===== src/rtl/mem_byte_stage.sv =====
// Memory-access stage: byte-serial loads/stores over a synchronous byte RAM,
// stalling the pipeline while busy; non-memory results pass through in one cycle.
module mem_byte_stage #(
    parameter int RAM_ADDR_W = 17
) (
    input  logic                  clk,
    input  logic                  rst,
    input  logic                  valid_i,
    input  logic [4:0]            wd_i,
    input  logic                  wreg_i,
    input  logic [31:0]           wdata_i,
    input  logic [3:0]            mem_op_i,
    input  logic [31:0]           mem_addr_i,
    input  logic [31:0]           mem_sdata_i,
    input  logic [7:0]            ram_din_i,
    output logic [RAM_ADDR_W-1:0] ram_addr_o,
    output logic                  ram_we_o,
    output logic [7:0]            ram_dout_o,
    output logic                  stall_req_o,
    output logic                  valid_o,
    output logic [4:0]            wd_o,
    output logic                  wreg_o,
    output logic [31:0]           wdata_o
);

    typedef enum logic {IDLE, BUSY} state_t;
    typedef enum logic [3:0] {
        OP_NOP = 4'd0, OP_LB, OP_LH, OP_LW, OP_LBU, OP_LHU, OP_SB, OP_SH, OP_SW
    } mem_op_t;

    state_t                state;
    logic [2:0]            cnt;
    mem_op_t               op_q;
    logic [RAM_ADDR_W-1:0] addr_q;
    logic [31:0]           sdata_q;
    logic [4:0]            wd_q;
    logic                  wreg_q;
    logic [23:0]           asm_q;

    mem_op_t               op_in;
    logic [2:0]            n_in;
    logic [2:0]            n_q;
    logic                  store_q;
    logic [31:0]           ld_word;
    logic [31:0]           ld_result;
    logic                  unused_addr_hi;

    function automatic logic [2:0] op_bytes(input mem_op_t op);
        case (op)
            OP_LB, OP_LBU, OP_SB: return 3'd1;
            OP_LH, OP_LHU, OP_SH: return 3'd2;
            OP_LW, OP_SW:         return 3'd4;
            default:              return 3'd0;
        endcase
    endfunction

    assign op_in          = mem_op_t'(mem_op_i);
    assign n_in           = op_bytes(op_in);
    assign n_q            = op_bytes(op_q);
    assign store_q        = (op_q == OP_SB) || (op_q == OP_SH) || (op_q == OP_SW);
    assign stall_req_o    = (state == BUSY);
    assign unused_addr_hi = ^mem_addr_i[31:RAM_ADDR_W];

    // RAM port decodes from registered state only; loads idle the port at cnt = N
    always_comb begin
        ram_addr_o = '0;
        ram_we_o   = 1'b0;
        ram_dout_o = '0;
        if (state == BUSY && cnt < n_q) begin
            ram_addr_o = addr_q + RAM_ADDR_W'(cnt);
            ram_we_o   = store_q;
            if (store_q)
                ram_dout_o = 8'(sdata_q >> {cnt, 3'b000});
        end
    end

    // Read data lags the address by one cycle, so byte cnt-1 arrives at cnt
    always_comb begin
        ld_word = {8'h00, asm_q};
        case (cnt)
            3'd1:    ld_word[7:0]   = ram_din_i;
            3'd2:    ld_word[15:8]  = ram_din_i;
            3'd3:    ld_word[23:16] = ram_din_i;
            3'd4:    ld_word[31:24] = ram_din_i;
            default: ;
        endcase
        ld_result = ld_word;
        case (op_q)
            OP_LB:   ld_result = {{24{ld_word[7]}}, ld_word[7:0]};
            OP_LH:   ld_result = {{16{ld_word[15]}}, ld_word[15:0]};
            OP_LBU:  ld_result = {24'h000000, ld_word[7:0]};
            OP_LHU:  ld_result = {16'h0000, ld_word[15:0]};
            default: ;
        endcase
    end

    always_ff @(posedge clk or negedge rst) begin
        if (!rst) begin
            state   <= IDLE;
            cnt     <= '0;
            op_q    <= OP_NOP;
            addr_q  <= '0;
            sdata_q <= '0;
            wd_q    <= '0;
            wreg_q  <= 1'b0;
            asm_q   <= '0;
            valid_o <= 1'b0;
            wd_o    <= '0;
            wreg_o  <= 1'b0;
            wdata_o <= '0;
        end else begin
            valid_o <= 1'b0;
            wreg_o  <= 1'b0;
            case (state)
                IDLE: begin
                    if (valid_i) begin
                        if (n_in != 3'd0) begin
                            state   <= BUSY;
                            cnt     <= '0;
                            op_q    <= op_in;
                            addr_q  <= mem_addr_i[RAM_ADDR_W-1:0];
                            sdata_q <= mem_sdata_i;
                            wd_q    <= wd_i;
                            wreg_q  <= wreg_i;
                        end else begin
                            valid_o <= 1'b1;
                            wd_o    <= wd_i;
                            wreg_o  <= wreg_i;
                            wdata_o <= wdata_i;
                        end
                    end
                end
                BUSY: begin
                    if (store_q) begin
                        if (cnt == n_q - 3'd1) begin
                            state   <= IDLE;
                            valid_o <= 1'b1;
                            wd_o    <= wd_q;
                            wdata_o <= '0;
                        end else begin
                            cnt <= cnt + 3'd1;
                        end
                    end else begin
                        if (cnt != 3'd0)
                            asm_q <= ld_word[23:0];
                        if (cnt == n_q) begin
                            state   <= IDLE;
                            valid_o <= 1'b1;
                            wd_o    <= wd_q;
                            wreg_o  <= wreg_q;
                            wdata_o <= ld_result;
                        end else begin
                            cnt <= cnt + 3'd1;
                        end
                    end
                end
                default: state <= IDLE;
            endcase
        end
    end

endmodule


===== config.mk =====
export PLATFORM = sky130hd
export DESIGN_NAME = mem_byte_stage
export DESIGN_NICKNAME = d
export VERILOG_FILES = /design/src/rtl/mem_byte_stage.sv
export SDC_FILE = /design/constraint.sdc
export NUM_CORES = 1
export LEC_CHECK = 0
export BUFFER_PORTS_ARGS = -buffer_cell sky130_fd_sc_hd__buf_2
export CAP_MARGIN = 20
export CORE_MARGIN = 5
export CORE_UTILIZATION = 49
export CTS_BUF_LIST = sky130_fd_sc_hd__clkbuf_8
export DETAILED_ROUTE_END_ITERATION = 8
export GPL_ROUTABILITY_DRIVEN = 0
export PLACE_DENSITY = 0.78
export SLEW_MARGIN = 20
export SYNTH_ARGS = -nofsm -noshare
export SYNTH_HDL_FRONTEND = slang
export SYNTH_SLANG_ARGS = --single-unit

===== constraint.sdc =====
create_clock -name clk -period 2.95 [get_ports clk]
set_input_delay 0.59 -clock clk [delete_from_list [all_inputs] [get_ports clk]]
set_output_delay 0.59 -clock clk [all_outputs]
set_load 0.01 [all_outputs]

==> impl_metrics.env <==
export IMPL_diodes=0
export IMPL_coreArea_sq_um=13100
export IMPL_yosys_warnings=0
export IMPL_rr_worst_depth=14
export IMPL_synth_area_leaders="dfrtp_1, mux2_2, mux2i_1"
export IMPL_fillers=953
export IMPL_critPathKind="reg2out"
export IMPL_antenna_found_initial=0
export IMPL_async_reset_ff_frac=1.00
export IMPL_wl_per_cell_um=19.8
export IMPL_tightestPinTransition_ns=0.827
export IMPL_synth_top_area_frac=0.486
export IMPL_root_buffer="clkbuf_8"
export IMPL_drv_cap=0
export IMPL_leakagePower_nw=3.96
export IMPL_swShare=0.394
export IMPL_chipHeight_um=125
export IMPL_ir_drop_mv=0.718
export IMPL_cp_max_fo=8
export IMPL_grt_pass1_wl_mm=28.8
export IMPL_synth_enable_flop_cells=0
export IMPL_cts_sinks=126
export IMPL_first_pass_iters=7
export IMPL_cp_top_family="simple AND/OR/NAND/NOR gates"
export IMPL_path_common_cell="buf_6"
export IMPL_die_x_um=125
export IMPL_whs_ns=0.199
export IMPL_syn_inst=559
export IMPL_hold_viol_final=0
export IMPL_wl_mm=18.9
export IMPL_internal_power_mw=6.56
export IMPL_regArea_sq_um=3160
export IMPL_post_route_util=0.672
export IMPL_insertion_delay_ns=0.44
export IMPL_avgViaCountPerCell=5.79
export IMPL_drtIter0Drc=377
export IMPL_h_tree_depth=4
export IMPL_nets=896
export IMPL_ys_seq_elements=126
export IMPL_dp_hpwl_mm=12.5
export IMPL_seqPwrFrac=0.298
export IMPL_grt_overflow=0
export IMPL_drive_gt1_frac=0.507
export IMPL_switching_power_mw=4.26
export IMPL_clockPowerShare=0.136
export IMPL_crit_path_end_kind="output pin"
export IMPL_fin_area_sq_um=8790
export IMPL_yosysMostFrequentCell="dfrtp_1"
export IMPL_path_depth=10
export IMPL_crit_path_start_kind="flop"
export IMPL_finClkSkew_ns=0.00986
export IMPL_cts_tree="built"
export IMPL_place_area_sq_um=7700
export IMPL_cts_buffer_depth=2
export IMPL_netlist_area_sq_um=6490
export IMPL_grtUsageTotal=0.226
export IMPL_combPwrFrac=0.566
export IMPL_fp_row_count=42
export IMPL_worstPathRequired_ns=2.36
export IMPL_die_area_sq_um=15600
export IMPL_slowest_delay_ns=0.45
export IMPL_critical_path_buf_inv_count=3
export IMPL_slowest_stage="dfrtp_2"
export IMPL_synth_area_per_cell_sq_um=11.6
export IMPL_failed_checks="setup timing"
export IMPL_rsz0062_at_grt="true"
export IMPL_fin_cells=953
export IMPL_fin_crit_sh=1.11
export IMPL_synthFlopType="dfrtp_1"
export IMPL_syn2layout_area_growth_pct=35.6
export IMPL_post_route_min_period_ns=3.28
export IMPL_grt_pass1_vias=5782
export IMPL_maxSlewHeadroom=0.446
export IMPL_io_pins=183
export IMPL_numCtsBuffers=17
export IMPL_dp_cells=896
export IMPL_multiInputGateArea_sq_um=3400
export IMPL_status="finished, violations left"
export IMPL_reg2reg_from="op_q[2]"
export IMPL_synth_seq_area_share=0.486
export IMPL_synthesis_nets=689
export IMPL_synthTopCellsByCount="dfrtp_1, mux2_2, nor3_1"
export IMPL_initial_utilization=0.496
export IMPL_clkTransAtPathRegs_ns=0.07
export IMPL_port_buffers=167
export IMPL_path_cells="buf_6, nor4b_4, nor2_1, ha_1, o21ai_2, nand3b_1, or3_4, buf_12, nor2b_4, buf_6"
export IMPL_fin_ws_ns=-0.329
export IMPL_yosysTopAreaCell="dfrtp_1"
export IMPL_grt_max_degree=51
export IMPL_antenna_left=0
export IMPL_power_density_nw_per_um2=1230
export IMPL_arrival_ns=2.69
export IMPL_synthDistinctLibCells=55
export IMPL_slew_violations=0
export IMPL_worstSetupStartpoint="op_q[0]"
export IMPL_vias=5515
export IMPL_fmax_mhz=305
export IMPL_setup_viol=63
export IMPL_drc_errors=0
export IMPL_hp_class="in2async"
export IMPL_fin_tns_setup_ns=-9.19
logic make-up (layout without fill, tap and decap cells):
family	after synthesis	after routing	share of synthesized area
simple gates	131	132	0.106
flops	126	126	0.486
mux	116	116	0.211
compound gates	108	108	0.113
buf+inv	49	266	0.0368
xor+xnor	16	16	0.0216
fa+ha+maj	13	13	0.0262
repair_timing:
item,in CTS,in global routing
buffers inserted,10,14
pin swaps,17,5
gates resized for setup,45,61
endpoints found under the setup margin,26,50
hold buffers,0,0
gates cloned,0,5
cell usage in the layout (no fill, tap or decap), types with 19 or more instances in the layout:
cell	netlist	final
dfrtp_1	126	122
nand2_1	27	27
mux2_2	78	78
buf_4	1	32
mux2i_1	23	23
a21oi_1	25	23
buf_6	3	32
clkbuf_8	0	21
nor3_1	38	36
o21ai_0	20	19
buf_2	14	145
area by class of cell:
type | instances | area share
tap | 176 | 0.0250
multi-input combinational | 385 | 0.386
clock inverter | 9 | 0.0108
timing repair buffer | 222 | 0.180
clock buffer | 21 | 0.0329
sequential | 126 | 0.359
inverter | 14 | 0.00598
worst paths after layout:
check | slack [ns] | to
max in group asynchronous | 1.95 | wdata_o[18]
max reg2reg | -0.20 | wdata_o[23]
min reg2reg | 0.49 | asm_q[5]
min | 0.20 | asm_q[22]
min in group clk | 0.38 | addr_q[12]
max | -0.33 | ram_dout_o[2]
power groups by stage:
stage / clock [mW] / combinational, mW / sequential, mW
after floorplan: 0 / 3.41 / 3.18
after global placement: 0 / 4.67 / 3.14
after detailed placement: 0 / 4.86 / 3.24
after CTS: 1.49 / 5.30 / 3.21
after global routing: 1.57 / 6.60 / 3.33
final: 1.47 / 6.12 / 3.22
flip-flops by register name, indices dropped and copies added, names as in the netlist:
signal       count
wreg_q           1
wdata_o         32
asm_q           24
op_q             4
cnt              3
valid_o          1
addr_q          17
wd_o             5
wreg_o           1
wd_q             5
sdata_q         32
stall_req_o      1
per-stage QoR:
| step | setup slack [ns] | total power [mW] |
|---|---|---|
| floorplan | 0.0145 | 6.59 |
| global placement | 0.0912 | 7.81 |
| detailed placement | 0.0118 | 8.10 |
| CTS | -0.328 | 10.0 |
| global route | -0.440 | 11.5 |
| finish | -0.329 | 10.8 |
routing by layer:
layer	track usage	vias to the layer above	routed length, um
li1	-	2480	-
met1	0.278	2731	7490
met2	0.382	269	9490
met3	0.0725	35	1550
met4	0.0663	0	337
met5	0	-	0
Note: power is estimated with default switching activity, not from simulation.
